===== src/rtl/sccb_write_arbiter_if.sv =====
// sccb_write_arbiter_if
//   Bundles the requester-side handshake and the SCCB byte-engine control
//   lines that sccb_write_arbiter sits between.
//
//   master : the arbiter's view. It takes req/req_addr/req_data/i2c_ack and
//            drives gnt/done/nack/busy and the engine control lines.
//   slave  : the opposite view, used by whatever models the requesters and
//            the engine (requester logic, engine wrapper or a testbench).
//
//   Signals:
//     req         [N_REQ]    level request per requester
//     req_addr    [8*N_REQ]  register address, slice i is requester i
//     req_data    [8*N_REQ]  register data, slice i is requester i
//     gnt         [N_REQ]    one-hot grant, held for the whole transaction
//     done        [N_REQ]    1-cycle pulse: write ACKed, STOP issued
//     nack        [N_REQ]    1-cycle pulse: transaction aborted on NACK
//     busy                   arbiter not idle
//     i2c_start              1-cycle start pulse to the engine
//     i2c_stop               1-cycle stop pulse to the engine
//     i2c_wr_data [8]        byte handed to the engine
//     i2c_ack     [2]        [1] ack-bit tick, [0] 1=ACK / 0=NACK
interface sccb_write_arbiter_if #(
  parameter int N_REQ = 2
);
  logic [N_REQ-1:0]   req;
  logic [8*N_REQ-1:0] req_addr;
  logic [8*N_REQ-1:0] req_data;
  logic [N_REQ-1:0]   gnt;
  logic [N_REQ-1:0]   done;
  logic [N_REQ-1:0]   nack;
  logic               busy;
  logic               i2c_start;
  logic               i2c_stop;
  logic [7:0]         i2c_wr_data;
  logic [1:0]         i2c_ack;

  modport master (
    input  req, req_addr, req_data, i2c_ack,
    output gnt, done, nack, busy, i2c_start, i2c_stop, i2c_wr_data
  );

  modport slave (
    output req, req_addr, req_data, i2c_ack,
    input  gnt, done, nack, busy, i2c_start, i2c_stop, i2c_wr_data
  );
endinterface


===== src/rtl/sccb_write_arbiter.sv =====
// sccb_write_arbiter
//   Shares a single SCCB byte engine between N_REQ register-write requesters.
//   A granted requester gets one complete 3-phase write (slave address,
//   register address, data). Requesters are served round-robin, a NACK on any
//   byte aborts the write with an immediate STOP, and every STOP is followed
//   by an enforced idle gap before the engine may be started again.
//
//   Parameters:
//     N_REQ       number of requesters (>= 1)
//     GAP_CYCLES  idle cycles after every STOP (0 behaves like 1)
//     SLAVE_ADDR  SCCB write address sent as the first byte
//
//   Ports:
//     clk_100MHz  the only clock
//     rst_n       asynchronous active-low reset
//     bus         sccb_write_arbiter_if.master (requester handshake and
//                 engine control, see the interface file)
module sccb_write_arbiter #(
  parameter int         N_REQ      = 2,
  parameter int         GAP_CYCLES = 65536,
  parameter logic [7:0] SLAVE_ADDR = 8'h42
) (
  input  logic                 clk_100MHz,
  input  logic                 rst_n,
  sccb_write_arbiter_if.master bus
);

  localparam int GAP_EFF = (GAP_CYCLES < 1) ? 1 : GAP_CYCLES;
  localparam int CNT_W   = $clog2(GAP_EFF + 1);
  localparam int ID_W    = (N_REQ > 1) ? $clog2(N_REQ) : 1;

  localparam logic [CNT_W-1:0] GAP_LAST = CNT_W'(GAP_EFF - 1);
  // Resetting the round-robin pointer to the top index makes requester 0
  // the first winner.
  localparam logic [ID_W-1:0]  ID_RESET = ID_W'(N_REQ - 1);

  typedef enum logic [2:0] {
    S_IDLE,
    S_START,
    S_ADDR,
    S_DATA,
    S_FIN,
    S_GAP
  } state_t;

  state_t             state;
  state_t             state_next;

  // last_id is both the round-robin pointer and the id of the requester
  // that owns the current transaction: it is loaded with the winner at grant.
  logic [ID_W-1:0]    last_id;
  logic [7:0]         lat_addr;
  logic [7:0]         lat_data;
  logic [CNT_W-1:0]   gap_cnt;

  logic [ID_W-1:0]    winner;
  logic [ID_W-1:0]    cand;
  logic [7:0]         win_addr;
  logic [7:0]         win_data;
  logic [N_REQ-1:0]   id_onehot;

  logic               grant;
  logic               abort;
  logic               done_evt;
  logic               active;
  logic               ack_ok;
  logic               ack_bad;

  logic [N_REQ-1:0]   gnt_o;
  logic [N_REQ-1:0]   done_o;
  logic [N_REQ-1:0]   nack_o;
  logic               start_o;
  logic               stop_o;
  logic [7:0]         wr_data_o;

  // Only a tick on ack[1] is an event; ack[0] is meaningless without it.
  assign ack_ok  = (bus.i2c_ack == 2'b11);
  assign ack_bad = (bus.i2c_ack == 2'b10);

  // Round-robin search starting at last_id+1 and wrapping. Walking the
  // candidates from farthest to nearest lets the nearest requesting index
  // overwrite the others, so the first hit in search order wins.
  always_comb begin
    winner = last_id;
    cand   = '0;
    for (int k = N_REQ; k >= 1; k--) begin
      cand = ID_W'((int'(last_id) + k) % N_REQ);
      if (bus.req[cand]) begin
        winner = cand;
      end
    end
  end

  // Pick out the winner's operand slices so they can be latched at grant.
  always_comb begin
    win_addr = '0;
    win_data = '0;
    for (int i = 0; i < N_REQ; i++) begin
      if (winner == ID_W'(i)) begin
        win_addr = bus.req_addr[i*8 +: 8];
        win_data = bus.req_data[i*8 +: 8];
      end
    end
  end

  // One-hot form of the owning requester, used for gnt/done/nack.
  always_comb begin
    id_onehot = '0;
    for (int i = 0; i < N_REQ; i++) begin
      id_onehot[i] = (last_id == ID_W'(i));
    end
  end

  // State register.
  always_ff @(posedge clk_100MHz or negedge rst_n) begin
    if (!rst_n) begin
      state <= S_IDLE;
    end else begin
      state <= state_next;
    end
  end

  // Next-state and engine-facing outputs. The byte for the engine is
  // presented combinationally in the same cycle as the ACK of the previous
  // byte, so the engine can load it on the ack tick without a bubble.
  // A NACK in any waiting state issues STOP in that same cycle.
  always_comb begin
    state_next = state;
    grant      = 1'b0;
    abort      = 1'b0;
    done_evt   = 1'b0;
    start_o    = 1'b0;
    stop_o     = 1'b0;
    wr_data_o  = '0;

    case (state)
      S_IDLE: begin
        if (|bus.req) begin
          grant      = 1'b1;
          state_next = S_START;
        end
      end
      S_START: begin
        start_o    = 1'b1;
        wr_data_o  = SLAVE_ADDR;
        state_next = S_ADDR;
      end
      S_ADDR: begin
        if (ack_ok) begin
          wr_data_o  = lat_addr;
          state_next = S_DATA;
        end else if (ack_bad) begin
          abort = 1'b1;
        end
      end
      S_DATA: begin
        if (ack_ok) begin
          wr_data_o  = lat_data;
          state_next = S_FIN;
        end else if (ack_bad) begin
          abort = 1'b1;
        end
      end
      S_FIN: begin
        if (ack_ok) begin
          stop_o     = 1'b1;
          done_evt   = 1'b1;
          state_next = S_GAP;
        end else if (ack_bad) begin
          abort = 1'b1;
        end
      end
      S_GAP: begin
        if (gap_cnt == GAP_LAST) begin
          state_next = S_IDLE;
        end
      end
      default: begin
        state_next = S_IDLE;
      end
    endcase

    if (abort) begin
      stop_o     = 1'b1;
      state_next = S_GAP;
    end
  end

  // Requester-facing outputs. gnt follows the state so it drops on the edge
  // that enters GAP, and everything falls to 0 as soon as reset asserts.
  always_comb begin
    active = (state == S_START) || (state == S_ADDR) ||
             (state == S_DATA)  || (state == S_FIN);
    gnt_o  = active   ? id_onehot : '0;
    done_o = done_evt ? id_onehot : '0;
    nack_o = abort    ? id_onehot : '0;
  end

  // Grant bookkeeping and the post-STOP gap counter. Operands are captured
  // only at grant so later changes on req_addr/req_data cannot disturb a
  // write in flight. The gap counter stops at GAP_LAST and is cleared on the
  // way out of GAP, so it never wraps.
  always_ff @(posedge clk_100MHz or negedge rst_n) begin
    if (!rst_n) begin
      last_id  <= ID_RESET;
      lat_addr <= '0;
      lat_data <= '0;
      gap_cnt  <= '0;
    end else begin
      if (grant) begin
        last_id  <= winner;
        lat_addr <= win_addr;
        lat_data <= win_data;
      end
      if (state == S_GAP) begin
        if (gap_cnt == GAP_LAST) begin
          gap_cnt <= '0;
        end else begin
          gap_cnt <= gap_cnt + CNT_W'(1);
        end
      end
    end
  end

  assign bus.gnt         = gnt_o;
  assign bus.done        = done_o;
  assign bus.nack        = nack_o;
  assign bus.busy        = (state != S_IDLE);
  assign bus.i2c_start   = start_o;
  assign bus.i2c_stop    = stop_o;
  assign bus.i2c_wr_data = wr_data_o;

endmodule


===== src/flat_wrapper.sv =====
// flat-port wrapper written by rule: the top's interface ports become plain ports
module sccb_write_arbiter_flat 
#(
  parameter int         N_REQ      = 2,
  parameter int         GAP_CYCLES = 65536,
  parameter logic [7:0] SLAVE_ADDR = 8'h42
)
  (clk_100MHz, rst_n, bus_req, bus_req_addr, bus_req_data, bus_i2c_ack, bus_gnt, bus_done, bus_nack, bus_busy, bus_i2c_start, bus_i2c_stop, bus_i2c_wr_data);
  sccb_write_arbiter_if #(.N_REQ(N_REQ)) bus_i ();
  input  logic clk_100MHz;
  input  logic rst_n;
  input wire logic [$bits(bus_i.req)-1:0] bus_req;
  input wire logic [$bits(bus_i.req_addr)-1:0] bus_req_addr;
  input wire logic [$bits(bus_i.req_data)-1:0] bus_req_data;
  input wire logic [$bits(bus_i.i2c_ack)-1:0] bus_i2c_ack;
  output wire logic [$bits(bus_i.gnt)-1:0] bus_gnt;
  output wire logic [$bits(bus_i.done)-1:0] bus_done;
  output wire logic [$bits(bus_i.nack)-1:0] bus_nack;
  output wire logic [$bits(bus_i.busy)-1:0] bus_busy;
  output wire logic [$bits(bus_i.i2c_start)-1:0] bus_i2c_start;
  output wire logic [$bits(bus_i.i2c_stop)-1:0] bus_i2c_stop;
  output wire logic [$bits(bus_i.i2c_wr_data)-1:0] bus_i2c_wr_data;
  assign bus_i.req = bus_req;
  assign bus_i.req_addr = bus_req_addr;
  assign bus_i.req_data = bus_req_data;
  assign bus_i.i2c_ack = bus_i2c_ack;
  assign bus_gnt = bus_i.gnt;
  assign bus_done = bus_i.done;
  assign bus_nack = bus_i.nack;
  assign bus_busy = bus_i.busy;
  assign bus_i2c_start = bus_i.i2c_start;
  assign bus_i2c_stop = bus_i.i2c_stop;
  assign bus_i2c_wr_data = bus_i.i2c_wr_data;
  sccb_write_arbiter #(.N_REQ(N_REQ), .GAP_CYCLES(GAP_CYCLES), .SLAVE_ADDR(SLAVE_ADDR)) u_core (.clk_100MHz(clk_100MHz), .rst_n(rst_n), .bus(bus_i));
endmodule

===== config.mk =====
export PLATFORM = sky130hd
export DESIGN_NAME = sccb_write_arbiter_flat
export DESIGN_NICKNAME = d
export VERILOG_FILES = /design/src/rtl/sccb_write_arbiter_if.sv /design/src/rtl/sccb_write_arbiter.sv /design/src/flat_wrapper.sv
export SDC_FILE = /design/constraint.sdc
export NUM_CORES = 1
export LEC_CHECK = 0
export BUFFER_PORTS_ARGS = -buffer_cell sky130_fd_sc_hd__buf_2
export CAP_MARGIN = 0
export CORE_MARGIN = 5
export CORE_UTILIZATION = 25
export CTS_BUF_LIST = sky130_fd_sc_hd__clkbuf_4
export DETAILED_ROUTE_END_ITERATION = 7
export PLACE_DENSITY = 0.41
export SLEW_MARGIN = 15
export SYNTH_ARGS = -nofsm -noshare
export SYNTH_HDL_FRONTEND = slang
export SYNTH_SLANG_ARGS = --single-unit

===== constraint.sdc =====
create_clock -name clk_100MHz -period 4.6 [get_ports clk_100MHz]
set_clock_uncertainty 0.05 [all_clocks]
set_input_delay 0.23 -clock clk_100MHz [delete_from_list [all_inputs] [get_ports clk_100MHz]]
set_output_delay 0.23 -clock clk_100MHz [all_outputs]
set_load 0.01 [all_outputs]

== After elaboration in Yosys (flattened, before gate mapping) ==
Cells that the tools add are included.
Operators by class
  multiplexer cells: 31
  multiply operators: 0
  magnitude comparators: 2
  shifts and indexed selects: 0
  reduce and logical (&&, ||, !) cells: 8
  equal/unequal tests: 13
  add/subtract/negate cells: 3
  bitwise operators: 1
  div/mod/pow operators: 0
Operators with widths (count)
  $mux 8: 4
  $pmux 8 s3: 1
  $mux 3: 6
  $pmux 3 s6: 1
  $add 17x1->17 const B: 1
  $eq 17x16->1 const B: 1
  $mux 17: 1
  $mux 1: 15
  $ne 3x1->1 const B: 5
  $eq 3x2->1 const B: 2
  $eq 3x3->1 const B: 2
  $mux 2: 3
  $reduce_and 5->1: 1
  $eq 2x2->1 const B: 2
  $lt 1x2->1 const B: 2
  $eq 3x1->1 const B: 1
  $logic_not 3->1: 1
  $logic_or 1x1->1: 3
  $reduce_bool 3->1: 1
  $reduce_or 3->1: 1
  $add 1x1->1 const B: 2
  $reduce_or 2->1: 1
  $not 1->1: 1
Word-level totals
  flip-flop bits (word level): 37
  memory bits (writable): 0
  memories kept: 0
  ROM bits: 0
  bits in latches: 0
  word-level logic and storage cells: 63

== Longest topological paths before layout ==
  depth in word-level cells: 6
  depth in mapped cells: 6
  depth with buffers taken out: 5

== Least setup slack after synthesis ==
No wires, ideal clock.
  path kind: flip-flop to output port
  start point: register u_core.state[2]
  end point: output port bus_nack[0]
  setup slack: 2.930 ns
  arrival time: 1.390 ns
  data required time: 4.320 ns
  buffers on the path: 1
  cell stages (with the launch flop): 5
  cells stage by stage: dfrtp_1 -> clkbuf_1 -> and2_1 -> nor2_1 -> nor4b_1
On the way
  word-level cells in the longest chain between the ends: 4
RTL lines
  from (decl): line sccb_write_arbiter.sv:46  | state_t state;
  from (signal assigned): line sccb_write_arbiter.sv:119  | state <= state_next;
  $eq 3x3->1 / $eq 3x2->1 (equally long branches): line sccb_write_arbiter.sv:136  | case (state)
  $reduce_or 3->1 (no source line) (*)
  $mux 1 (*)
  $mux 2 (*): line sccb_write_arbiter.sv:196  | nack_o = abort ? id_onehot : '0;
  to (decl): line flat_wrapper.sv:18  | output wire logic [$bits(bus_i.nack)-1:0] bus_nack;
Every way passes the cells marked *; elsewhere a longest branch is shown, timed or not.

== Worst setup path after layout ==
  start point: register u_core.state[0]
  end point: output port bus_nack[0]
The elaborated chain is that of the path after synthesis.

==> flow_metrics.env <==
export IMPL_avgSynthCellArea_um2=9.42
export IMPL_seq_area_frac_synth_pct=44.0
export IMPL_drcViolationCount=0
export IMPL_wl_per_cell_um=12.5
export IMPL_viasPerCell=4.45
export IMPL_cpMostUsedCell="nor2_1"
export IMPL_cts_root_buf="clkbuf_4"
export IMPL_max_freq_mhz=440
export IMPL_clock_path_buffers=2
export IMPL_io_buffer_count=54
export IMPL_clk_latency_ps=340
export IMPL_arrival_ps=2000
export IMPL_final_common_cell="buf_2"
export IMPL_cp_top_family="simple AND/OR/NAND/NOR gates"
export IMPL_synth_edff_count=0
export IMPL_htree_levels=2
export IMPL_dieArea_mm2=0.0104
export IMPL_p_leak_uw=0.00120
export IMPL_async_flop_share_pct=100
export IMPL_p_int_uw=708
export IMPL_hpwl_um=3510
export IMPL_grt_pass1_wl_um=8160
export IMPL_dieHeight_um=102
export IMPL_slowest_delay_ps=690
export IMPL_min_period_over_period_pct=49.5
export IMPL_cts_tree="built"
export IMPL_syn_num_nets=263
export IMPL_pwr_share_seq_pct=46.1
export IMPL_setup_viol=0
export IMPL_netlist_instances=224
export IMPL_numCtsBuffers=5
export IMPL_slew_violations=0
export IMPL_crit_buf_inv=1
export IMPL_grt_pass1_vias=1669
export IMPL_status="finished, final reports clean"
export IMPL_start_util_pct=25.7
export IMPL_combPwrFrac_pct=39.0
export IMPL_cp_end_kind="primary output"
export IMPL_final_cell_mix="buf_2 (54), dfrtp_1 (36), nand2_1 (33), o21ai_0 (23), mux2i_1 (23)"
export IMPL_die_w_um=102
export IMPL_cp_slowest_cell="dfrtp_1"
export IMPL_syn_area_mm2=0.00211
export IMPL_cp_required_ps=4320
export IMPL_ant_nets=0
export IMPL_fin_util_pct=30.5
export IMPL_netSwitchingPower_uw=474
export IMPL_critPathMaxFanout=21
export IMPL_final_net_count=312
export IMPL_core_mm2=0.00822
export IMPL_grt_max_degree=38
export IMPL_hold_class="input port to flop"
export IMPL_p_per_area_mw_per_mm2=472
export IMPL_vias=1687
export IMPL_period_minus_slack_ps=2280
export IMPL_layout_drive_gt1_share_pct=26.6
export IMPL_hold_viol_final=0
export IMPL_antenna_found_initial=0
export IMPL_maxSlewHeadroom_pct=30.6
export IMPL_ys_ff_latch=37
export IMPL_gp_congestion=0.745
export IMPL_grt_ovfl_total=0
export IMPL_cts_sinks=37
export IMPL_clk_pin_slew_ps=120
export IMPL_dr_pass1_iters=4
export IMPL_vdd_drop_max_v=0.000155
export IMPL_rows=33
export IMPL_synth_flop_cell="dfrtp_1"
export IMPL_rsz0062_at_grt="false"
export IMPL_fillers=888
export IMPL_swShare_pct=40.1
export IMPL_criticalPathCategory="flop to primary output"
export IMPL_p_clk_share_pct=14.9
export IMPL_cp_cell_sequence="nor2_1, and2_1, nor2_1, nor4b_1, buf_2"
export IMPL_synth_distinct_cells=44
export IMPL_syn_to_final_growth_pct=18.8
export IMPL_drt_iter0_markers=59
export IMPL_cp_start_kind="flop"
export IMPL_yosys_warnings=0
export IMPL_totalWireLength_um=4720
export IMPL_io_pin_count=55
export IMPL_diodes=0
export IMPL_post_cts_setup_buffer_count=0
export IMPL_grt_usage_pct=9.80
export IMPL_worst_pin_slew_ps=1040
export IMPL_fin_setup_tns_ps=0
export IMPL_cap_violations=0
==> worst paths after layout <==
| check | startpoint | to | slack [ps] | depth (start not counted) |
|---|---|---|---|---|
| min in group asynchronous | rst_n | u_core.lat_addr[3] | 480 | 2 |
| max in group asynchronous | rst_n | u_core.state[2] | 3470 | 2 |
| worst min-delay path | bus_req_addr[13] | u_core.lat_addr[5] | 120 | 3 |
| worst min register to register | u_core.gap_cnt[14] | u_core.gap_cnt[14] | 430 | 1 |
| worst max-delay path | u_core.state[0] | bus_nack[0] | 2320 | 5 |
| worst max register to register | u_core.state[0] | u_core.gap_cnt[11] | 2470 | 4 |
==> per-stage QoR <==
stage | total power, µW | hold WS (ps) | std cells | setup WS [ps] | area (µm²)
floorplan | 896 | -116 | 224 | 2930 | 2110
global placement | 1020 | 360 | 370 | 2510 | 2440
detailed placement | 1030 | 352 | 370 | 2450 | 2440
CTS | 1210 | 101 | 379 | 2290 | 2510
global route | 1300 | 99.4 | 379 | 2110 | 2510
finish | 1180 | 117 | 379 | 2320 | 2510
==> sequential cells by signal, summed over array words and instances, names as in the netlist <==
signal and flops:
u_core.lat_addr 8, u_core.state 3, u_core.lat_data 8, u_core.gap_cnt 17, u_core.last_id 1
==> power groups by stage <==
stage	Clock [µW]	Sequential [µW]	Combinational [µW]
detailed placement	0	554	475
floorplan	0	488	408
global route	201	569	528
CTS	188	547	476
global placement	0	554	468
finish	176	545	461
==> worst reg2reg max path, cell delays in order (launching register included) <==
cell and delay (ps):
dfrtp_1 870, nand3b_4 260, nor4_1 480, and2b_1 290, nor2_1 70
==> logic make-up (layout without fill, tap and decap cells) <==
family | Yosys count | after routing | synth area share, %
compound gates | 38 | 38 | 10.5
simple gates | 95 | 95 | 24.0
xor+xnor | 12 | 12 | 5.34
buf+inv | 17 | 67 | 4.21
flops | 37 | 37 | 44.0
fa+ha+maj | 1 | 1 | 0.593
mux | 24 | 24 | 11.4
==> layer usage <==
layer | vias up | share of wire (%) | GRT usage, %
met5 | - | 0 | 0
met4 | 0 | 0.97 | 3.13
met3 | 4 | 4.5 | 2.05
met2 | 39 | 44 | 14.8
met1 | 767 | 51 | 14.0
li1 | 877 | - | -
==> cell usage after synthesis, types with 3 or more instances <==
| cell | n | share of area (%) |
|---|---|---|
| a21oi_1 | 4 | 0.95 |
| xnor2_1 | 9 | 3.7 |
| o21ai_0 | 24 | 5.7 |
| nor2_1 | 20 | 3.6 |
| nand2b_1 | 3 | 0.89 |
| clkbuf_1 | 7 | 1.2 |
| nand3_1 | 11 | 2.6 |
| nand2_1 | 33 | 5.9 |
| mux2i_1 | 23 | 11 |
| o211ai_1 | 3 | 1.1 |
| nor4_1 | 3 | 0.89 |
| dfrtp_1 | 36 | 43 |
| and3_1 | 3 | 0.89 |
| nand4_1 | 3 | 0.89 |
| inv_1 | 4 | 0.71 |
==> area by class of cell <==
cell class | count | area, µm² | area share [%]
Inverter | 4 | 15.0 | 0.599
Clock buffer | 6 | 45.0 | 1.80
Timing Repair Buffer | 55 | 280 | 11.2
Sequential cell | 37 | 927 | 37.0
Multi-Input combinational cell | 170 | 1100 | 43.8
Tap cell | 105 | 131 | 5.24
Clock inverter | 2 | 10.0 | 0.399
==> repair_timing <==
item | in CTS | in global routing
resized for setup | 0 | 0
endpoints found under the hold margin | 36 | 0
hold buffers | 1 | 0
Note: power is estimated with default switching activity, not from simulation.
